`src/rtl/shifter_pkg.sv`:
```
// Shared definitions for the ALU-stage shifter.
//   DEFAULT_WIDTH  default datapath width of shifter_unit / shifter_core
//   SHIFT_TYPE_W   width of the controller's shift_type code
//   shift_type_e   SLL / SRL / SRA / ROR operation encodings
package shifter_pkg;

    localparam int unsigned DEFAULT_WIDTH = 16;
    localparam int unsigned SHIFT_TYPE_W  = 2;

    typedef enum logic [SHIFT_TYPE_W-1:0] {
        SHIFT_SLL = 2'b00,
        SHIFT_SRL = 2'b01,
        SHIFT_SRA = 2'b10,
        SHIFT_ROR = 2'b11
    } shift_type_e;

endpackage

```
`src/rtl/shifter_core.sv`:
```
// Combinational barrel network for the ALU-stage shifter.
// Ports:
//   value       in   WIDTH  operand
//   shift_type  in   2      SLL / SRL / SRA / ROR
//   distance    in   WIDTH  full shift amount (ROR only looks at the low log2(WIDTH) bits)
//   result_c    out  WIDTH  shifted / rotated value
//   carry_c     out  1      last bit shifted out (only with SHIFTER_CARRY_OUT_EN)
// Optional feature macro: SHIFTER_CARRY_OUT_EN.
// WIDTH must be a power of two so the low distance bits form the in-range amount.
module shifter_core
    import shifter_pkg::*;
#(
    parameter int unsigned WIDTH = DEFAULT_WIDTH
) (
    input  logic [WIDTH-1:0]        value,
    input  logic [SHIFT_TYPE_W-1:0] shift_type,
    input  logic [WIDTH-1:0]        distance,
`ifdef SHIFTER_CARRY_OUT_EN
    output logic                    carry_c,
`endif
    output logic [WIDTH-1:0]        result_c
);

    localparam int unsigned SHW = $clog2(WIDTH);

    // Mirror a vector so a left shift can reuse the right-shift network.
    function automatic logic [WIDTH-1:0] bit_rev(input logic [WIDTH-1:0] x);
        logic [WIDTH-1:0] r;
        r = '0;
        for (int i = 0; i < int'(WIDTH); i++) begin
            r[i] = x[int'(WIDTH) - 1 - i];
        end
        return r;
    endfunction

    shift_type_e      op;
    logic             rotate;
    logic             reverse;
    logic             fill;
    logic             over_range;
    logic [SHW-1:0]   amt;
    logic [WIDTH-1:0] oriented;
    logic [WIDTH-1:0] right_out;

    // Operation decode: SLL runs through the right shifter on a mirrored operand.
    assign op         = shift_type_e'(shift_type);
    assign rotate     = (op == SHIFT_ROR);
    assign reverse    = (op == SHIFT_SLL);
    assign fill       = (op == SHIFT_SRA) & value[WIDTH-1];
    assign over_range = |distance[WIDTH-1:SHW];
    assign amt        = distance[SHW-1:0];
    assign oriented   = reverse ? bit_rev(value) : value;

    // Log-stage right barrel: stage k shifts by 2**k, feeding in fill or wrapped bits.
    logic [SHW:0][WIDTH-1:0] stage;
    assign stage[0] = oriented;

    for (genvar k = 0; k < int'(SHW); k++) begin : g_stage
        localparam int unsigned S = 1 << k;
        logic [S-1:0] fill_bits;
        assign fill_bits    = rotate ? stage[k][S-1:0] : {S{fill}};
        assign stage[k+1]   = amt[k] ? {fill_bits, stage[k][WIDTH-1:S]} : stage[k];
    end

    // Any distance >= WIDTH empties the word for the non-rotating shifts.
    assign right_out = (over_range && !rotate) ? {WIDTH{fill}} : stage[SHW];
    assign result_c  = reverse ? bit_rev(right_out) : right_out;

`ifdef SHIFTER_CARRY_OUT_EN
    logic           dist_zero;
    logic           dist_gt;
    logic [SHW-1:0] carry_idx;

    // Bit d-1 of the oriented operand is the last one to leave; for SLL the
    // mirror turns that into value[WIDTH-d]. distance == WIDTH wraps to the top bit.
    assign dist_zero = (distance == '0);
    assign dist_gt   = (distance > WIDTH'(WIDTH));
    assign carry_idx = SHW'(distance - WIDTH'(1));

    // Carry select; ROR reports the bit that lands in the MSB.
    always_comb begin
        carry_c = 1'b0;
        if (dist_zero) begin
            carry_c = 1'b0;
        end else if (rotate) begin
            carry_c = result_c[WIDTH-1];
        end else if (dist_gt) begin
            carry_c = (op == SHIFT_SRA) ? value[WIDTH-1] : 1'b0;
        end else begin
            carry_c = oriented[carry_idx];
        end
    end
`endif

endmodule

```
`src/rtl/shifter_unit.sv`:
```
// Registered shifter for the ALU stage: one-cycle latency, full throughput.
// Ports:
//   clk         in   1      rising-edge clock
//   rst         in   1      synchronous active-high reset (wins over in_valid)
//   in_valid    in   1      operands valid this cycle
//   value       in   WIDTH  operand to shift
//   shift_type  in   2      SLL=00, SRL=01, SRA=10, ROR=11
//   distance    in   WIDTH  shift amount (read_data2)
//   result      out  WIDTH  registered result, holds when in_valid is low
//   carry_out   out  1      last bit shifted out (only with SHIFTER_CARRY_OUT_EN)
//   out_valid   out  1      in_valid delayed by one cycle
// Optional feature macro: SHIFTER_CARRY_OUT_EN.
module shifter_unit
    import shifter_pkg::*;
#(
    parameter int unsigned WIDTH = DEFAULT_WIDTH
) (
    input  logic                    clk,
    input  logic                    rst,
    input  logic                    in_valid,
    input  logic [WIDTH-1:0]        value,
    input  logic [SHIFT_TYPE_W-1:0] shift_type,
    input  logic [WIDTH-1:0]        distance,
    output logic [WIDTH-1:0]        result,
`ifdef SHIFTER_CARRY_OUT_EN
    output logic                    carry_out,
`endif
    output logic                    out_valid
);

    logic [WIDTH-1:0] next_result_c;
`ifdef SHIFTER_CARRY_OUT_EN
    logic             next_carry_c;
`endif

    shifter_core #(
        .WIDTH      (WIDTH)
    ) u_core (
        .value      (value),
        .shift_type (shift_type),
        .distance   (distance),
`ifdef SHIFTER_CARRY_OUT_EN
        .carry_c    (next_carry_c),
`endif
        .result_c   (next_result_c)
    );

    // Output register and valid pipeline.
    always_ff @(posedge clk) begin
        if (rst) begin
            result    <= '0;
            out_valid <= 1'b0;
`ifdef SHIFTER_CARRY_OUT_EN
            carry_out <= 1'b0;
`endif
        end else begin
            out_valid <= in_valid;
            if (in_valid) begin
                result    <= next_result_c;
`ifdef SHIFTER_CARRY_OUT_EN
                carry_out <= next_carry_c;
`endif
            end
        end
    end

endmodule

```
`config.mk`:
```
export PLATFORM = sky130hd
export DESIGN_NAME = shifter_unit
export DESIGN_NICKNAME = d
export VERILOG_FILES = /design/src/rtl/shifter_pkg.sv /design/src/rtl/shifter_core.sv /design/src/rtl/shifter_unit.sv
export SDC_FILE = /design/constraint.sdc
export NUM_CORES = 1
export LEC_CHECK = 0
export ABC_AREA = 1
export CAP_MARGIN = 20
export CORE_ASPECT_RATIO = 1.2
export CORE_UTILIZATION = 40
export DETAILED_ROUTE_END_ITERATION = 10
export HOLD_SLACK_MARGIN = 0.08
export PLACE_DENSITY = 0.75
export SKIP_CTS_REPAIR_TIMING = 1
export SYNTH_ARGS = -nofsm -noshare
export SYNTH_HDL_FRONTEND = slang
export SYNTH_SLANG_ARGS = --single-unit
```
`constraint.sdc`:
```
create_clock -name clk -period 4.2 [get_ports clk]
set_input_delay 0.63 -clock clk [delete_from_list [all_inputs] [get_ports clk]]
set_output_delay 0.63 -clock clk [all_outputs]
set_load 0.01 [all_outputs]
```
==> reports/results.ini <==
[synthesis]
synth_cell_types = 19
yosysWarnings = 0
syn_area_per_cell_sq_um = 5.23
synthSimpleGateAreaFrac_pct = 67.0
syn_inst = 388
syn_area_sq_um = 2030
synth_fp_nets = 425
synth_top_family_by_area = simple AND/OR/NAND/NOR gates
muxShareOfSynthArea_pct = 0
seq_area_frac_synth_pct = 16.8
synthAdderAreaFrac_pct = 0
synth_compound_area_share_pct = 4.19
synth_xor_xnor_area_share_pct = 0
ys_ff_latch = 17

[global_routing]
grt_use_met1_pct = 30.1
grt_pass1_wl_um = 9640
grt-ovfl-total = 0
grt_usage_pct = 22.4
grt_max_degree = 34
antenna_found_initial = 0
grt_busiest_layer = met2
gr-usage-met2_pct = 36.3
grt_pass1_vias = 2160
grt_use_met3_pct = 1.29

[routing]
via_per_inst = 5.39
dr.pass1.iters = 6
wl_per_cell_um = 11.7
vias = 2591
drt_iter0_markers = 123
routed_wirelength_um = 5630
ant_nets = 0
drcViolationCount = 0

[critical_path]
path_cells = clkdlybuf4s50_1 -> clkinv_1 -> nor2_1 -> nand2_1 -> nand2_1 -> nand2_1 -> nand2_1 -> nand3_1 -> nand3_1 -> a21oi_1
critPathMaxStageDelay_ns = 0.79
cp.arrival_ns = 2.97
criticalPathCategory = in2reg
cpMostUsedCell = nand2_1
startpoint_type = primary input
cp-end-kind = flop
cp_num_buf_inv = 2
cp_top_family = buffers and inverters
cpMaxStageDelayCell = clkdlybuf4s50_1
required_ns = 4.31
crit_fanout = 17

[cells_and_area]
area_growth_syn_to_layout_pct = 25.6
layout-drive-gt1-share_pct = 3.09
num_antenna_cells = 0
final_area_sq_um = 2550
final_util_pct = 51.9
final_nets = 459

[pwr]
power_density_nw_per_um2 = 213
vdd_drop_max_mv = 0.0839
power.leakage_uw = 0.00122
power_uw = 543

[floorplanning]
io_pins = 54
die_w_um = 67.0
core_area_sq_um = 4900
start_util_pct = 41.4
dieArea_sq_um = 5360
dieHeight_um = 80.0
rows = 28

[timing]
rsz0062_at_grt = no
fmax_mhz = 349
setup_viol = 0
slew_headroom_pct = 41.8
skew_ns = 0
worstMarginPinSlew_ns = 0.870
fin_setup_tns_ns = 0
hold_viol = 0
slew_viol_final = 0
post-route-min-period_ns = 2.87
fin_ws_ns = 1.33
fin_crit_sh_pct = 68.2

[clock_network]
clkSlewWorstSetupHoldPaths_ns = 0.06
cts.sinks = 17
cts_max_level = 1
clk_latency_ns = 0.24
cts_buffers = 3
clock_path_buffers = 2
cts_tree = done
cts_root_buf = clkbuf_8

[placed_design]
dp_hpwl_um = 4460
place_area_sq_um = 2500
port_buffers = 53
place.gp.congestion = 0.939
pre_cts_ws_ns = 1.12

[job]
cap_violations = 0

[run_status]
status = completed

[worst_hold_path]
hold_path.class = reg2reg

## state kept, by name, summed over array words and instances (netlist names)
signal	count
out_valid	1
result	16
## per-stage QoR
stage	hold slack (ns)	cells
6_report	0.463	481
4_1_cts	0.465	481
3_3_place_gp	0.451	477
2_1_floorplan	0.490	388
5_1_grt	0.484	481
3_5_place_dp	0.455	477
## worst register-to-register path, stage by stage (launching register included)
cell and delay, ns:
dfxtp_1 0.34, nand2_1 0.06, a21oi_1 0.16
## cell type report
cell class	count	area [sq um]
Multi-Input combinational cell	318	1440
Inverter	28	105
Tap cell	60	75.1
Sequential cell	17	340
Clock buffer	4	45.0
Timing Repair Buffer	54	538
Fill cell	551	2360
## final timing paths
kind | startpoint | to | slack (ns) | cells after the start
max reg2reg | result[11]$_SDFFE_PP0P_ | result[11]$_SDFFE_PP0P_ | 3.56 | 2
min | result[4]$_SDFFE_PP0P_ | result[4]$_SDFFE_PP0P_ | 0.46 | 2
max | distance[2] | result[7]$_SDFFE_PP0P_ | 1.33 | 10
min reg2reg | result[4]$_SDFFE_PP0P_ | result[4]$_SDFFE_PP0P_ | 0.46 | 2
## metal layers
layer	up-vias	share of wire (%)
met1	1136	44
li1	1361	-
met5	-	0
met2	82	48
met3	12	4.9
met4	0	2.8
## synth_stat cells
| cell type | number | share of area [%] |
|---|---|---|
| buf_1 | 4 | 0.74 |
| nand3_1 | 157 | 39 |
| clkbuf_1 | 6 | 1.1 |
| inv_1 | 21 | 3.9 |
| dfxtp_1 | 17 | 17 |
| nand4_1 | 1 | 0.31 |
| nand2_2 | 1 | 0.31 |
| clkinv_1 | 3 | 0.56 |
| buf_6 | 3 | 1.7 |
| nor2_1 | 12 | 2.2 |
| nand3_2 | 2 | 0.99 |
| nor2_4 | 1 | 0.56 |
| inv_2 | 4 | 0.74 |
| o21ai_0 | 1 | 0.25 |
| nand2_4 | 1 | 0.56 |
| nand2_1 | 126 | 23 |
| a21oi_1 | 16 | 3.9 |
| buf_2 | 9 | 2.2 |
| buf_4 | 3 | 1.1 |
## logic make-up (layout without fill, tap and decap cells)
logic type	Yosys count	after routing
AO/OA/AOI/OAI	17	17
AND/OR/NAND/NOR	301	301
buffers and inverters	53	86
flip-flops	17	17
## power by group
group	leakage [uW]	switching (uW)	internal [uW]
Sequential	0.000139	4.80	172
Combinational	0.00105	144	105
Clock	0.0000228	49.7	67.2
Total	0.00122	199	344
## placed cells by master (no fill, tap or decap), types with 2 or more instances in the layout
| cell type | Yosys | routed |
|---|---|---|
| inv_2 | 4 | 4 |
| nor2_1 | 12 | 12 |
| clkbuf_8 | 0 | 3 |
| inv_1 | 21 | 21 |
| a21oi_1 | 16 | 16 |
| nand3_2 | 2 | 2 |
| nand2_1 | 126 | 126 |
| dfxtp_1 | 17 | 17 |
| clkdlybuf4s50_1 | 0 | 53 |
| clkinv_1 | 3 | 3 |
| nand3_1 | 157 | 157 |
(Power assumes the default switching activity.)
